[src/rtl/sdram_ch_arbiter.sv]
// sdram_ch_arbiter: fixed-priority scheduler that places refreshes and the six
// user burst requesters (ch1_w .. ch3_r) onto the single SDRAM command port.
// It also owns the auto-refresh timer.
module sdram_ch_arbiter #(
    parameter int ADDR_W     = 21,
    parameter int NUM_W      = 9,
    parameter int REF_PERIOD = 1560
) (
    input  logic                  clk,
    input  logic                  rst,
    input  logic                  init_done,
    input  logic [5:0]            req,
    input  logic [6*ADDR_W-1:0]   req_addr,
    input  logic [6*NUM_W-1:0]    req_num,
    output logic [5:0]            req_ack,
    output logic [5:0]            req_done,
    output logic [5:0]            grant,
    output logic                  cmd_valid,
    output logic [1:0]            cmd_type,
    output logic [ADDR_W-1:0]     cmd_addr,
    output logic [NUM_W-1:0]      cmd_num,
    input  logic                  cmd_ready,
    input  logic                  core_done,
    output logic                  busy,
    output logic                  ref_overrun
);

    localparam int CNT_W = (REF_PERIOD > 1) ? $clog2(REF_PERIOD) : 1;

    typedef enum logic [1:0] {
        IDLE  = 2'd0,
        ISSUE = 2'd1,
        BUSY  = 2'd2,
        ZERO  = 2'd3
    } state_t;

    state_t              state_q, state_d;
    logic [CNT_W-1:0]    ref_cnt_q, ref_cnt_d;
    logic                ref_pend_q, ref_pend_d;
    logic                ref_overrun_q, ref_overrun_d;
    logic [5:0]          grant_q, grant_d;
    logic [5:0]          ack_q, ack_d;
    logic [5:0]          done_q, done_d;
    logic [1:0]          cmd_type_q, cmd_type_d;
    logic [ADDR_W-1:0]   cmd_addr_q, cmd_addr_d;
    logic [NUM_W-1:0]    cmd_num_q, cmd_num_d;

    logic                refWrap;
    logic                refAccept;
    logic                reqFound;
    logic [2:0]          reqIdx;
    logic [ADDR_W-1:0]   selAddr;
    logic [NUM_W-1:0]    selNum;

    // Lowest set request bit wins; walk from bit 5 down so bit 0 overwrites last.
    always_comb begin
        reqFound = 1'b0;
        reqIdx   = 3'd0;
        selAddr  = '0;
        selNum   = '0;
        for (int i = 5; i >= 0; i--) begin
            if (req[i]) begin
                reqFound = 1'b1;
                reqIdx   = 3'(i);
                selAddr  = req_addr[i*ADDR_W +: ADDR_W];
                selNum   = req_num[i*NUM_W +: NUM_W];
            end
        end
    end

    // Refresh timer: free-runs only after init, a wrap raises a pending refresh and
    // a wrap that finds the previous one still unserved flags a sticky overrun.
    always_comb begin
        refWrap   = init_done && (ref_cnt_q == CNT_W'(REF_PERIOD - 1));
        refAccept = (state_q == ISSUE) && cmd_ready && (grant_q == 6'd0);

        ref_cnt_d = ref_cnt_q;
        if (!init_done) begin
            ref_cnt_d = '0;
        end else if (refWrap) begin
            ref_cnt_d = '0;
        end else begin
            ref_cnt_d = ref_cnt_q + CNT_W'(1);
        end

        ref_pend_d = ref_pend_q;
        if (refAccept) begin
            ref_pend_d = 1'b0;
        end
        if (refWrap) begin
            ref_pend_d = 1'b1;
        end

        // A refresh accepted in the wrap cycle is no longer outstanding.
        ref_overrun_d = ref_overrun_q | (refWrap & ref_pend_q & ~refAccept);
    end

    // State register and latched command/handshake registers.
    always_ff @(posedge clk) begin
        if (rst) begin
            state_q       <= IDLE;
            ref_cnt_q     <= '0;
            ref_pend_q    <= 1'b0;
            ref_overrun_q <= 1'b0;
            grant_q       <= '0;
            ack_q         <= '0;
            done_q        <= '0;
            cmd_type_q    <= '0;
            cmd_addr_q    <= '0;
            cmd_num_q     <= '0;
        end else begin
            state_q       <= state_d;
            ref_cnt_q     <= ref_cnt_d;
            ref_pend_q    <= ref_pend_d;
            ref_overrun_q <= ref_overrun_d;
            grant_q       <= grant_d;
            ack_q         <= ack_d;
            done_q        <= done_d;
            cmd_type_q    <= cmd_type_d;
            cmd_addr_q    <= cmd_addr_d;
            cmd_num_q     <= cmd_num_d;
        end
    end

    // Next state: arbitrate in IDLE (refresh first), then walk the command handshake.
    always_comb begin
        state_d    = state_q;
        grant_d    = grant_q;
        ack_d      = '0;
        done_d     = '0;
        cmd_type_d = cmd_type_q;
        cmd_addr_d = cmd_addr_q;
        cmd_num_d  = cmd_num_q;

        unique case (state_q)
            IDLE: begin
                if (init_done) begin
                    if (ref_pend_q || refWrap) begin
                        grant_d    = '0;
                        cmd_type_d = 2'd2;
                        cmd_addr_d = '0;
                        cmd_num_d  = '0;
                        state_d    = ISSUE;
                    end else if (reqFound) begin
                        grant_d    = 6'b000001 << reqIdx;
                        cmd_type_d = {1'b0, reqIdx[0]};
                        cmd_addr_d = selAddr;
                        cmd_num_d  = selNum;
                        state_d    = (selNum == '0) ? ZERO : ISSUE;
                    end
                end
            end
            ISSUE: begin
                if (cmd_ready) begin
                    ack_d   = grant_q;
                    state_d = BUSY;
                end
            end
            BUSY: begin
                if (core_done) begin
                    done_d  = grant_q;
                    grant_d = '0;
                    state_d = IDLE;
                end
            end
            ZERO: begin
                grant_d = '0;
                state_d = IDLE;
            end
            default: begin
                state_d = IDLE;
            end
        endcase
    end

    // Outputs: zero-length bursts ack and done while still in ZERO so the requester
    // drops its request before IDLE samples it again.
    always_comb begin
        cmd_valid   = (state_q == ISSUE);
        busy        = (state_q != IDLE);
        grant       = grant_q;
        cmd_type    = cmd_type_q;
        cmd_addr    = cmd_addr_q;
        cmd_num     = cmd_num_q;
        ref_overrun = ref_overrun_q;
        req_ack     = ack_q;
        req_done    = done_q;
        if (state_q == ZERO) begin
            req_ack  = ack_q | grant_q;
            req_done = done_q | grant_q;
        end
    end

endmodule
[config.mk]
export PLATFORM = sky130hd
export DESIGN_NAME = sdram_ch_arbiter
export DESIGN_NICKNAME = d
export VERILOG_FILES = /design/src/rtl/sdram_ch_arbiter.sv
export SDC_FILE = /design/constraint.sdc
export NUM_CORES = 1
export LEC_CHECK = 0
export BUFFER_PORTS_ARGS = -buffer_cell sky130_fd_sc_hd__buf_2
export CORE_MARGIN = 8
export CORE_UTILIZATION = 40
export CTS_CLUSTER_DIAMETER = 200
export CTS_CLUSTER_SIZE = 25
export DETAILED_ROUTE_END_ITERATION = 16
export GPL_TIMING_DRIVEN = 0
export MAX_ROUTING_LAYER = met4
export PLACE_DENSITY = 0.76
export SETUP_SLACK_MARGIN = 0.05
export SLEW_MARGIN = 30
export SYNTH_ARGS = -nofsm -noshare
export SYNTH_HDL_FRONTEND = slang
export SYNTH_SLANG_ARGS = --single-unit
[constraint.sdc]
create_clock -name clk -period 2.8 [get_ports clk]
set_input_delay 0.56 -clock clk [delete_from_list [all_inputs] [get_ports clk]]
set_output_delay 0.56 -clock clk [all_outputs]
set_load 0.01 [all_outputs]
==> metrics <==
Clock Sinks=65; WL/cell=19.8 um; asr flop ratio synth=0%; Tmin final=2400 ps; post-route ant nets=0; sw frac=28.2%; largest net degree at the start of global routing=13; Initial Util=40.4%; Syn Std Cell Area=3860 um^2; Cell Count, Final, Fillers Out=863; maximum vdd drop=0.292 mV; CP dominant cell by count=clkbuf_1; Lkg Pwr=2.52 nW; setup bufs post-CTS=0; DR pass1 iterations=5; core area=9550 um^2; crit path launch=req[4]; Final Cycle Share=85.6%; critical path's largest stage delay=480 ps; top cells by count, synth=69 x a21oi_1, 65 x dfxtp_1, 51 x nand2_1; vias per cell=5.71; largest area contributor in the netlist=dfxtp_1; R2R Setup Slk=410 ps; H-Tree Level Count=3; Seq/Total Area, Yosys=33.7%; number of flops mapped to enable cells by yosys=0; hold path cells=2; CTS tree=done; Max-Cap Viols=0; worst reg-to-reg path cell count=7; Startpoint Class=input port; TritonCTS Buffers=9; HPWL after DPL=13800 um; CP Data Arrival Time=2670 ps; Req. time, crit path=3070 ps; Hold Startpoint=cmd_addr[16]$_SDFFE_PP0P_; Die Y=114 um; first-pass GRT wire length=26400 um; top area cells in the synthesized netlist=dfxtp_1 34%, a21oi_1 9.0%, a2111o_1 6.1%, a221o_1 5.7%, nand2_1 5.0%; Comb pwr share=22.4%; Critical Setup Path Class=input port to flop; setup TNS=0 ps; Hold Fails Final Rpt=0; Cell Pwr Density=489 nW/um^2; outcome=complete, no violations; IO Pins=244; Tightest Hold Check Type=flop to flop; max-slew violations=0; Synth Area per Inst=8.15 um^2; Pint=0.00193 W; maximum clock insertion buffer count=2; DR iter-0 viols=322; Area Overhead vs Synth=42.6%; Clk pin slew, worst setup/hold paths=70 ps; Critical R2R Capture=cmd_addr[8]$_SDFFE_PP0P_; die area=13000 um^2; synth warn=0; layout cells sized above 1=38.3%; P_sw=0.000757 W; Slew HR=56.2%; Setup Skew=5.54 ps; vias in the first global route=5259; grt total ovfl=0; Setup Viol. Count Final=0; Final Util=57.6%; Post-CTS Hold Buffers=0; DRT Wirelength=17100 um; RSZ-0062 raised after global routing=false; Least-Margin Pin Slew=649 ps; sequential share of power=37.4%; ys flop type=dfxtp_1; detailed-route via count=4931; number of cells after detailed placement=845; clock root buffer=clkbuf_8; initial antenna violation count=2; Placer Congestion=0.876; maximum clock rate=0.417 GHz; Synth Net Count=665; Clock Latency Late Sink=350 ps; Mapped Cells=473; post-synthesis register bit count=65; Total GRT Usage=26.2%; Worst R2R Start=ref_cnt_q[0]$_SDFF_PP0_; share of the synthesized area in the top cell type=33.7%; Port Buf Inserts=239; Min Hold Slack=451 ps; chip width=114 um; WHS Endpoint=cmd_addr[16]$_SDFFE_PP0P_; Rows=36; Worst setup EP type=flop; Synth cell types=53; residual DRC count=0; crit-path max FO=10; most common cell in the netlist=a21oi_1; critical-path cell list=clkbuf_1, nor2b_1, clkbuf_1, clkbuf_1, a221o_1, o211ai_1, a2111o_1, a21oi_1; Crit-path slowest cell=clkbuf_1; fin nets=915; clock share of power=40.3%
## cell families (layout without fill, tap and decap cells)
logic type      Yosys count  count (layout)  share of synthesized area, %
other cells               0               2                             0
fa+ha+maj                 1               1                         0.324
compound gates          210             210                          40.5
flops                    65              65                          33.7
mux                       1               1                         0.260
simple gates            134             134                          17.7
xor+xnor                  9               9                          2.04
buf+inv                  53             308                          5.42
## timing repair
action                                  in CTS  in global routing
endpoints found under the setup margin      29                  1
resized for setup                            1                  1
gates cloned                                 0                  0
## worst max path at each step
stage / slack, ps / depth (start not counted) / end
finish: 400 / 8 / cmd_addr[15]$_SDFFE_PP0P_
global route: 220 / 7 / cmd_addr[5]$_SDFFE_PP0P_
CTS: 310 / 8 / cmd_num[0]$_SDFFE_PP0P_
detailed placement: -420 / 8 / cmd_num[3]$_SDFFE_PP0P_
global placement: -330 / 8 / cmd_num[0]$_SDFFE_PP0P_
floorplan: 550 / 8 / cmd_addr[12]$_SDFFE_PP0P_
## state kept, by name (all words and copies together) (netlist names)
name and count:
cmd_addr 21, ref_cnt_q 11, cmd_num 9, ack_q 6, done_q 6, grant 6, cmd_type 2, state_q 2
ref_overrun 1, ref_pend_q 1
## routing by layer
layer	track usage, %	vias up	share of wire, %
li1	-	2333	-
met1	28.6	2302	40
met2	43.3	263	49
met3	7.96	33	8.0
met4	11.8	0	2.9
met5	-	-	0
## cells in the final DEF (no fill, tap or decap), types with 9 or more instances in the layout
master      n
dfxtp_1    65
buf_2     247
a221o_1    22
nand2_1    51
a21o_1     12
clkbuf_8    9
o22ai_1    21
clkbuf_1   37
o211ai_1   21
or3_1      10
a2111o_1   21
and2_1     13
nor2_1     20
a21oi_1    69
## power groups by stage
stage,Combinational (W),Sequential [W],Clock [W]
after global placement,0.000585,0.00102,0
final,0.000601,0.00101,0.00108
after floorplan,0.000291,0.00104,0
after global routing,0.000655,0.00101,0.00114
after CTS,0.000597,0.00100,0.00110
after detailed placement,0.000594,0.00103,0
## through the flow
step / total power, W / cell area (um^2) / setup slack [ps]
2_1_floorplan: 0.00133 / 3860 / 552
3_3_place_gp: 0.00161 / 5220 / -334
3_5_place_dp: 0.00162 / 5220 / -417
4_1_cts: 0.00270 / 5490 / 314
5_1_grt: 0.00281 / 5500 / 219
6_report: 0.00269 / 5500 / 404
## cell type report
type                    count  area [um^2]
repair buffers            239         1200
clock buffers              10          128
flip-flops and latches     65         1300
multi-input cells         355         2360
diodes                      2         5.00
clock inverters             6          138
fillers                   983         4050
well taps                 133          166
inverters                   9         33.8
plain buffers              44          175
## worst max-delay path, delay by kind of cell
family          cells  cell delay [ps]
compound gates      4              870
buf+inv             3             1070
simple gates        1              170
Power figures use the tool's default switching activity.
